## config.mk

```make
export PLATFORM = sky130hd
export DESIGN_NAME = apb_rr_arbiter_flat
export DESIGN_NICKNAME = d
export VERILOG_FILES = /design/src/rtl/apb_rr_arbiter_if.sv /design/src/rtl/apb_rr_arbiter.sv /design/src/flat_wrapper.sv
export SDC_FILE = /design/constraint.sdc
export NUM_CORES = 1
export LEC_CHECK = 0
export CORE_AREA = 2 2 104 106
export CTS_BUF_LIST = sky130_fd_sc_hd__clkbuf_4 sky130_fd_sc_hd__clkbuf_8 sky130_fd_sc_hd__clkbuf_16
export DETAILED_ROUTE_END_ITERATION = 16
export DIE_AREA = 0 0 106 108
export PLACE_DENSITY = 0.83
export SLEW_MARGIN = 20
export SYNTH_ARGS = -nofsm -noshare
export SYNTH_HDL_FRONTEND = slang
export SYNTH_SLANG_ARGS = --single-unit
```

## constraint.sdc

```tcl
create_clock -name clk -period 2.9 [get_ports clk]
set_input_delay 0.58 -clock clk [delete_from_list [all_inputs] [get_ports clk]]
set_output_delay 0.58 -clock clk [all_outputs]
set_load 0.03 [all_outputs]
```

## src/rtl/apb_rr_arbiter_if.sv

```systemverilog
// Bundled APB signals around the round-robin arbiter: N core-side ports plus one downstream port.
// The slave modport is the arbiter's own view; the master modport is the surrounding system.
interface apb_rr_arbiter_if #(
    parameter int BUS_WIDTH    = 16,
    parameter int MASTER_PORTS = 4
);
    logic [MASTER_PORTS*BUS_WIDTH-1:0] S_PADDR;
    logic [MASTER_PORTS-1:0]           S_PWRITE;
    logic [MASTER_PORTS-1:0]           S_PSELx;
    logic [MASTER_PORTS-1:0]           S_PENABLE;
    logic [MASTER_PORTS*BUS_WIDTH-1:0] S_PWDATA;
    logic [MASTER_PORTS*BUS_WIDTH-1:0] S_PRDATA;
    logic [MASTER_PORTS-1:0]           S_PREADY;

    logic [BUS_WIDTH-1:0] M_PADDR;
    logic                 M_PWRITE;
    logic                 M_PSELx;
    logic                 M_PENABLE;
    logic [BUS_WIDTH-1:0] M_PWDATA;
    logic [BUS_WIDTH-1:0] M_PRDATA;
    logic                 M_PREADY;

    modport slave (
        input  S_PADDR, S_PWRITE, S_PSELx, S_PENABLE, S_PWDATA,
        output S_PRDATA, S_PREADY,
        output M_PADDR, M_PWRITE, M_PSELx, M_PENABLE, M_PWDATA,
        input  M_PRDATA, M_PREADY
    );

    modport master (
        output S_PADDR, S_PWRITE, S_PSELx, S_PENABLE, S_PWDATA,
        input  S_PRDATA, S_PREADY,
        input  M_PADDR, M_PWRITE, M_PSELx, M_PENABLE, M_PWDATA,
        output M_PRDATA, M_PREADY
    );
endinterface

```

## src/rtl/apb_rr_arbiter.sv

```systemverilog
// Round-robin APB arbiter/sequencer: one downstream APB master port shared by MASTER_PORTS cores.
// Optional ACCESS timeout is compiled in with `define APB_ARB_TIMEOUT_EN.
module apb_rr_arbiter #(
    parameter int BUS_WIDTH    = 16,
    parameter int MASTER_PORTS = 4,
    parameter int TIMEOUT      = 255
) (
    input  logic                    clk,
    input  logic                    reset,
    apb_rr_arbiter_if.slave         bus,
    output logic [MASTER_PORTS-1:0] grant,
    output logic                    timeout_err
);
    localparam int IW = (MASTER_PORTS > 1) ? $clog2(MASTER_PORTS) : 1;

    typedef enum logic [1:0] {
        IDLE   = 2'd0,
        SETUP  = 2'd1,
        ACCESS = 2'd2
    } state_t;

    state_t                  state_reg;
    state_t                  state_next;
    logic [IW-1:0]           winner_reg;
    logic [IW-1:0]           last_reg;
    logic [BUS_WIDTH-1:0]    addr_reg;
    logic [BUS_WIDTH-1:0]    wdata_reg;
    logic                    write_reg;
    logic [MASTER_PORTS-1:0] grant_reg;

    logic [IW-1:0]           pick;
    logic                    pick_valid;
    logic                    resp_valid;
    logic [BUS_WIDTH-1:0]    resp_data;
    logic                    tmo_fire;
    logic                    tmo_hit;

    logic [BUS_WIDTH-1:0]    paddr_arr [MASTER_PORTS];
    logic [BUS_WIDTH-1:0]    pwdata_arr [MASTER_PORTS];

    // PENABLE from the cores carries no information: phases are generated here.
    logic unused_penable;
    assign unused_penable = ^bus.S_PENABLE;

    genvar gi;
    generate
        for (gi = 0; gi < MASTER_PORTS; gi++) begin : g_port
            logic hit;
            assign paddr_arr[gi]  = bus.S_PADDR[gi*BUS_WIDTH +: BUS_WIDTH];
            assign pwdata_arr[gi] = bus.S_PWDATA[gi*BUS_WIDTH +: BUS_WIDTH];
            assign hit            = resp_valid && (winner_reg == IW'(gi));
            assign bus.S_PREADY[gi] = hit;
            assign bus.S_PRDATA[gi*BUS_WIDTH +: BUS_WIDTH] = hit ? resp_data : '0;
        end
    endgenerate

    // Scan from the highest offset down so the nearest requester after last_reg wins.
    always_comb begin
        logic [IW-1:0] cidx;
        pick       = last_reg;
        pick_valid = 1'b0;
        cidx       = '0;
        for (int j = MASTER_PORTS - 1; j >= 0; j--) begin
            cidx = IW'((int'(last_reg) + 1 + j) % MASTER_PORTS);
            if (bus.S_PSELx[cidx]) begin
                pick       = cidx;
                pick_valid = 1'b1;
            end
        end
    end

    always_comb begin
        state_next = state_reg;
        resp_valid = 1'b0;
        resp_data  = '0;
        tmo_fire   = 1'b0;
        case (state_reg)
            IDLE: begin
                if (pick_valid) begin
                    state_next = SETUP;
                end
            end
            SETUP: begin
                state_next = ACCESS;
            end
            ACCESS: begin
                if (bus.M_PREADY) begin
                    resp_valid = 1'b1;
                    resp_data  = bus.M_PRDATA;
                    state_next = IDLE;
                end else if (tmo_hit) begin
                    resp_valid = 1'b1;
                    resp_data  = '1;
                    tmo_fire   = 1'b1;
                    state_next = IDLE;
                end
            end
            default: begin
                state_next = IDLE;
            end
        endcase
    end

    always_ff @(posedge clk or negedge reset) begin
        if (!reset) begin
            state_reg  <= IDLE;
            winner_reg <= '0;
            last_reg   <= IW'(MASTER_PORTS - 1);
            addr_reg   <= '0;
            wdata_reg  <= '0;
            write_reg  <= 1'b0;
            grant_reg  <= '0;
        end else begin
            state_reg <= state_next;
            if (state_reg == IDLE && pick_valid) begin
                winner_reg <= pick;
                addr_reg   <= paddr_arr[pick];
                wdata_reg  <= pwdata_arr[pick];
                write_reg  <= bus.S_PWRITE[pick];
                grant_reg  <= MASTER_PORTS'(1) << pick;
            end
            if (resp_valid) begin
                last_reg  <= winner_reg;
                grant_reg <= '0;
            end
        end
    end

`ifdef APB_ARB_TIMEOUT_EN
    localparam int TW_RAW = $clog2(TIMEOUT + 1);
    localparam int TW     = (TW_RAW < 8) ? 8 : ((TW_RAW > 16) ? 16 : TW_RAW);

    logic [TW-1:0] wait_cnt_reg;

    // Counts ACCESS wait cycles; the response is forced once TIMEOUT waits have elapsed.
    assign tmo_hit = (wait_cnt_reg == TW'(TIMEOUT));

    always_ff @(posedge clk or negedge reset) begin
        if (!reset) begin
            wait_cnt_reg <= '0;
        end else if (state_reg == SETUP) begin
            wait_cnt_reg <= '0;
        end else if (state_reg == ACCESS && !bus.M_PREADY && !tmo_hit) begin
            wait_cnt_reg <= wait_cnt_reg + 1'b1;
        end
    end
`else
    localparam int unused_timeout = TIMEOUT;
    assign tmo_hit = 1'b0;
`endif

    assign timeout_err   = tmo_fire;
    assign grant         = grant_reg;
    assign bus.M_PADDR   = addr_reg;
    assign bus.M_PWDATA  = wdata_reg;
    assign bus.M_PWRITE  = write_reg;
    assign bus.M_PSELx   = (state_reg != IDLE);
    assign bus.M_PENABLE = (state_reg == ACCESS);
endmodule
```

## src/flat_wrapper.sv

```systemverilog
// flat-port wrapper written by rule: the top's interface ports become plain ports
module apb_rr_arbiter_flat 
#(
    parameter int BUS_WIDTH    = 16,
    parameter int MASTER_PORTS = 4,
    parameter int TIMEOUT      = 255
)
  (clk, reset, grant, timeout_err, bus_S_PADDR, bus_S_PWRITE, bus_S_PSELx, bus_S_PENABLE, bus_S_PWDATA, bus_S_PRDATA, bus_S_PREADY, bus_M_PADDR, bus_M_PWRITE, bus_M_PSELx, bus_M_PENABLE, bus_M_PWDATA, bus_M_PRDATA, bus_M_PREADY);
  apb_rr_arbiter_if #(.BUS_WIDTH(BUS_WIDTH), .MASTER_PORTS(MASTER_PORTS)) bus_i ();
  input  logic clk;
  input  logic reset;
  output logic [MASTER_PORTS-1:0] grant;
  output logic timeout_err;
  input wire logic [$bits(bus_i.S_PADDR)-1:0] bus_S_PADDR;
  input wire logic [$bits(bus_i.S_PWRITE)-1:0] bus_S_PWRITE;
  input wire logic [$bits(bus_i.S_PSELx)-1:0] bus_S_PSELx;
  input wire logic [$bits(bus_i.S_PENABLE)-1:0] bus_S_PENABLE;
  input wire logic [$bits(bus_i.S_PWDATA)-1:0] bus_S_PWDATA;
  output wire logic [$bits(bus_i.S_PRDATA)-1:0] bus_S_PRDATA;
  output wire logic [$bits(bus_i.S_PREADY)-1:0] bus_S_PREADY;
  output wire logic [$bits(bus_i.M_PADDR)-1:0] bus_M_PADDR;
  output wire logic [$bits(bus_i.M_PWRITE)-1:0] bus_M_PWRITE;
  output wire logic [$bits(bus_i.M_PSELx)-1:0] bus_M_PSELx;
  output wire logic [$bits(bus_i.M_PENABLE)-1:0] bus_M_PENABLE;
  output wire logic [$bits(bus_i.M_PWDATA)-1:0] bus_M_PWDATA;
  input wire logic [$bits(bus_i.M_PRDATA)-1:0] bus_M_PRDATA;
  input wire logic [$bits(bus_i.M_PREADY)-1:0] bus_M_PREADY;
  assign bus_i.S_PADDR = bus_S_PADDR;
  assign bus_i.S_PWRITE = bus_S_PWRITE;
  assign bus_i.S_PSELx = bus_S_PSELx;
  assign bus_i.S_PENABLE = bus_S_PENABLE;
  assign bus_i.S_PWDATA = bus_S_PWDATA;
  assign bus_S_PRDATA = bus_i.S_PRDATA;
  assign bus_S_PREADY = bus_i.S_PREADY;
  assign bus_M_PADDR = bus_i.M_PADDR;
  assign bus_M_PWRITE = bus_i.M_PWRITE;
  assign bus_M_PSELx = bus_i.M_PSELx;
  assign bus_M_PENABLE = bus_i.M_PENABLE;
  assign bus_M_PWDATA = bus_i.M_PWDATA;
  assign bus_i.M_PRDATA = bus_M_PRDATA;
  assign bus_i.M_PREADY = bus_M_PREADY;
  apb_rr_arbiter #(.BUS_WIDTH(BUS_WIDTH), .MASTER_PORTS(MASTER_PORTS), .TIMEOUT(TIMEOUT)) u_core (.clk(clk), .reset(reset), .bus(bus_i), .grant(grant), .timeout_err(timeout_err));
endmodule
```

# ---- Word-level counts from Yosys, hierarchy flattened
# Index checks and enable logic that the tools add are counted.
dict set report totals {
  register_bits 43
  out_inout_bits 108
  word_cells 73
}
dict set report classes {
  addsub 4
  magnitude_cmp 6
  n_eq_ne 7
  n_shift 1
  mux 37
  bitwise 1
  n_reduce_logical 10
}
# op count
set ops {}
lappend ops {{$mux W16} 10}
lappend ops {{$bmux W16 S2} 2}
lappend ops {{$lt A2 B3 Y1 const B} 5}
lappend ops {{$mux W2} 6}
lappend ops {{$mux W1} 11}
lappend ops {{$bmux W1 S2} 5}
lappend ops {{$mux W4} 2}
lappend ops {{$eq A2 B2 Y1 const B} 3}
lappend ops {{$pmux W2 S3} 1}
lappend ops {{$logic_and A1 B1 Y1} 5}
lappend ops {{$add A2 B1 Y2 const B} 2}
lappend ops {{$add A2 B2 Y2 const B} 2}
lappend ops {{$eq A2 B1 Y1 const B} 2}
lappend ops {{$logic_not A2 Y1} 2}
lappend ops {{$ne A2 B1 Y1 const B} 2}
lappend ops {{$reduce_bool A2 Y1} 2}
lappend ops {{$shl A1 B2 Y4 const A} 1}
lappend ops {{$ge A3 B3 Y1 const B} 1}
lappend ops {{$not A2 Y3} 1}
lappend ops {{$reduce_and A2 Y1} 1}

# ---- Longest topological paths before layout
dict set report logic_depth {
  depth_word 12
  mapped_depth 8
  depth_no_buf 6
}

# ---- Worst setup path before layout
# No wires, ideal clock.
dict set report synth_timing {
  kind {flip-flop to output port}
  start {register u_core.state_reg[0]}
  end {output bus_S_PRDATA[10]}
  arrival_time_ps 1814
  required_ps 2320
  path_slack_ps 506
  stages_incl_launch_ff 6
  path_cell_list {dfrtp_1 > and2b_1 > nand2_2 > nor3_1 > buf_2 > and2_1}
}
dict set report synth_via {
  elab_chain_len 4
  word_cells_on_any_way 5
}
# item line
set synth_lines {}
lappend synth_lines {{start, declared} apb_rr_arbiter.sv:22} ;# state_t state_reg;
lappend synth_lines {{start signal, assigned} apb_rr_arbiter.sv:114} ;# state_reg <= state_next;
lappend synth_lines {{$eq A2 B2 Y1} n/a}
lappend synth_lines {{net bus_M_PENABLE} flat_wrapper.sv:24} ;# output wire logic [$bits(bus_i.M_PENABLE)-1:0] bus_M_PENABLE;
lappend synth_lines {{$mux W1} apb_rr_arbiter.sv:77} ;# case (state_reg)
lappend synth_lines {{$logic_and A1 B1 Y1} apb_rr_arbiter.sv:51} ;# assign hit = resp_valid && (winner_reg == IW'(gi));
lappend synth_lines {{net u_core.g_port[0].hit} apb_rr_arbiter.sv:48} ;# logic hit;
lappend synth_lines {{$mux W16} apb_rr_arbiter.sv:53} ;# assign bus.S_PRDATA[gi*BUS_WIDTH +: BUS_WIDTH] = hit ? resp_data : '0;
lappend synth_lines {{end, declared} flat_wrapper.sv:19} ;# output wire logic [$bits(bus_i.S_PRDATA)-1:0] bus_S_PRDATA;
# The timed path passes the listed nets, and every way through them passes these cells.

# ---- Worst setup path after layout
dict set report layout_timing {
  start {input bus_M_PREADY}
  end {output bus_S_PRDATA[38]}
}
dict set report layout_via {
  elab_chain_len 4
  word_cells_on_any_way 6
}
# item line
set layout_lines {}
lappend layout_lines {{start, declared} flat_wrapper.sv:27} ;# input wire logic [$bits(bus_i.M_PREADY)-1:0] bus_M_PREADY;
lappend layout_lines {{$mux W1} apb_rr_arbiter.sv:87} ;# if (bus.M_PREADY) begin
lappend layout_lines {{$mux W1} apb_rr_arbiter.sv:77}
lappend layout_lines {{$logic_and A1 B1 Y1} apb_rr_arbiter.sv:51}
lappend layout_lines {{$mux W16 *} apb_rr_arbiter.sv:53}
# Every way passes the cells marked *; elsewhere a longest branch is shown, timed or not.

==> out/results.tsv <==
stage	metric	value	unit
critical_path	CP Max Fanout	17	
sta	Setup violations, final	0	
clocking	setup bufs post-CTS	0	
drt	DR pass1 iterations	4	
floorplanning	Initial Util	0.356	
sta	worst rel slew slack	0.611	
critical_path	WP data required	2.32	ns
drt	max layer used	met4	
synth	Synth Instances	393	
global_routing	vias in the first global route	3940	
critical_path	RR Startpoint	u_core.last_reg[1]$_DFFE_PN1P_	
place	Post-DP HPWL	10.2	mm
flow_run	max cap viols	0	
critical_path	crit path kind	input pin to output port	
sta	Layout Skew	0.0135	ns
place	placer congestion estimate	0.798	
sta	slew at the pin closest to its max-slew limit	0.584	ns
power	PwrDens	839	mW/mm^2
critical_path	Worst R2R End	u_core.bus.M_PWDATA[14]$_DFFE_PN0P_	
critical_path	Critical Path Sink	bus_S_PRDATA[38]	
clocking	TritonCTS buffer count	5	
sta	Final min period	2.54	ns
cells_and_area	fraction of layout cells with a size suffix above 1	0.258	
drt	Detailed Route Iter0 Violations	165	
synth	asr flop ratio synth	1.00	
sta	Pins Over Slew Limit	0	
global_routing	largest net degree at the start of global routing	72	
synth	Seq/Total Area, Yosys	0.296	
clocking	CTS Root Cell	clkbuf_8	
floorplanning	Die ar.	0.0114	sq mm
global_routing	GRT Residual Overflow	0	
synth	synth cell count leaders	nand3_1, and2_1, dfrtp_1	
clocking	worst skew pair latency	0.30	ns
synth	Yosys cell types	30	
clocking	Sink Count	43	
run_status	status	completed	
global_routing	initial antenna violation count	0	
global_routing	gr usage total	0.222	
critical_path	CP Launch Type	input pin	
cells_and_area	layout net count	791	
clocking	CTS Buffer Depth	2	
synth	syn_nets	552	
synth	top-count cell post-synth	nand3_1	
cells_and_area	Area Overhead vs Synth	71.6	%
critical_path	worst reg2reg path depth	6	
clocking	CTS H-Tree Depth	2	
floorplanning	core area	0.0102	sq mm
drt	drt wl/cell	17.0	microns
place	IO Port Bufs	261	
critical_path	crit path DAT	1.96	ns
sta	final worst-path cycle share	0.876	
sta	setup TNS	0	ns
power	Max IR drop VDD	0.386	mV
drt	met2 WL	6.96	mm
clocking	CTS resizes	0	
critical_path	crit end category	output port	
sta	final hold vios	0	
sta	unrepaired setup endpoints after global routing	no	
sta	fmax	0.394	GHz
floorplanning	Die Height	108	microns
synth	Syn Area/Cell	9.27	sq um
synth	yosys warns	0	
power	Tot Pwr	5.25	mW
drt	met1 WL	4.62	mm
power	Leak Pwr	2.68	nW
synth	number of enable flip-flop cells after synthesis	0	
drt	via/cell ratio	4.98	
synth	largest area contributor in the netlist	dfrtp_1	
drt	drc violations	0	
clocking	Worst-path clk slew	0.09	ns
hold_path	Tightest Hold Check Type	input pin to asynchronous set/reset pin	
clocking	CTS tree	done	
synth	#FFs+latches synth	43	
synth	ranking of synthesized cells by area	dfrtp_1, o211ai_2, and2_1, mux2_2, nand3_1	
drt	wirelength, routed	13.1	mm
floorplanning	I/O pin count	267	
drt	met3 WL	1.15	mm
drt	total number of vias	3830	
synth	ys flop type	dfrtp_1	
floorplanning	DIE WIDTH	106	microns
critical_path	register-to-register setup slack	0.80	ns
synth	share of the synthesized area in the top cell type	0.281	
clocking	hold_buf cts	0	
global_routing	first-pass GRT wire length	20.1	mm
cells_and_area	number of antenna cells inserted	0	
floorplanning	# rows	37	
drt	Detail Route Antenna Nets	0	
synth	Cell Area, Synth	0.00364	sq mm
critical_path	start point of the critical path	bus_M_PREADY	
worst min path at each step:
stage                                   startpoint  slack [ns]                             endpoint  cells after the start
2_1_floorplan                                reset        0.28    u_core.bus.M_PADDR[0]$_DFFE_PN0P_                      0
3_3_place_gp       u_core.state_reg[1]$_DFFE_PN0P_        0.47      u_core.state_reg[1]$_DFFE_PN0P_                      1
3_5_place_dp   u_core.bus.M_PWDATA[14]$_DFFE_PN0P_        0.47  u_core.bus.M_PWDATA[14]$_DFFE_PN0P_                      2
4_1_cts                                      reset        0.48    u_core.bus.M_PADDR[7]$_DFFE_PN0P_                      1
5_1_grt                                      reset        0.32   u_core.bus.M_PADDR[12]$_DFFE_PN0P_                      1
6_report                                     reset        0.28   u_core.bus.M_PADDR[12]$_DFFE_PN0P_                      1
per-stage QoR:
stage | cells | setup WS [ns] | area, sq um | hold slack [ns] | utilization
3_5_place_dp | 761 | 0.291 | 6130 | 0.471 | 0.599
3_3_place_gp | 761 | 0.323 | 6130 | 0.467 | 0.599
6_report | 769 | 0.359 | 6250 | 0.275 | 0.611
2_1_floorplan | 393 | 0.506 | 3640 | 0.284 | -
4_1_cts | 769 | 0.342 | 6250 | 0.478 | 0.611
5_1_grt | 769 | 0.238 | 6250 | 0.317 | 0.611
cells by family (layout without fill, tap and decap cells):
family,count (synthesis),in the layout,share of synthesized area
compound gates,43,43,0.134
other cells,1,1,0.00103
flops,43,43,0.296
simple gates,195,195,0.279
buf+inv,44,284,0.0954
mux,67,67,0.195
placed cells by master, fill, tap and decap left out, types with 2 or more instances in the layout:
| cell | synthesis | final |
|---|---|---|
| and2_1 | 64 | 64 |
| buf_12 | 0 | 9 |
| buf_4 | 11 | 72 |
| clkbuf_8 | 0 | 6 |
| clkdlybuf4s50_1 | 0 | 192 |
| dfrtp_1 | 41 | 41 |
| dfstp_2 | 2 | 2 |
| inv_1 | 2 | 2 |
| mux2_2 | 33 | 33 |
| mux2i_1 | 34 | 34 |
| nand2_1 | 40 | 40 |
| nand2b_1 | 5 | 4 |
| nand3_1 | 71 | 71 |
| nor2_1 | 5 | 5 |
| nor3_1 | 4 | 3 |
| o211ai_2 | 33 | 33 |
| o21ai_0 | 5 | 5 |
power by group:
part	total (mW)	switching, mW	internal [mW]
Sequential	1.08	0.176	0.905
Combinational	3.66	2.09	1.57
Clock	0.504	0.225	0.279
Total	5.25	2.49	2.76
critical path, stage by stage:
cell             delay, ns
clkdlybuf4s50_1       0.52
nand2_2               0.14
nor3_1                0.16
buf_4                 0.23
and2_1                0.20
buf_12                0.13
layer usage:
layer / up-vias / GRT usage
met5: - / 0
li1: 1855 / -
met3: 19 / 0.0639
met4: 0 / 0.0658
met2: 172 / 0.436
met1: 1784 / 0.226
cell type report:
cell class	count	area (sq um)
inverters	3	18.8
clock inverters	2	35.0
well taps	136	170
flip-flops and latches	43	1080
fillers	881	3980
multi-input cells	306	2230
repair buffers	273	2640
clock buffers	6	82.6
No activity file was read; power rests on OpenSTA's default activity.
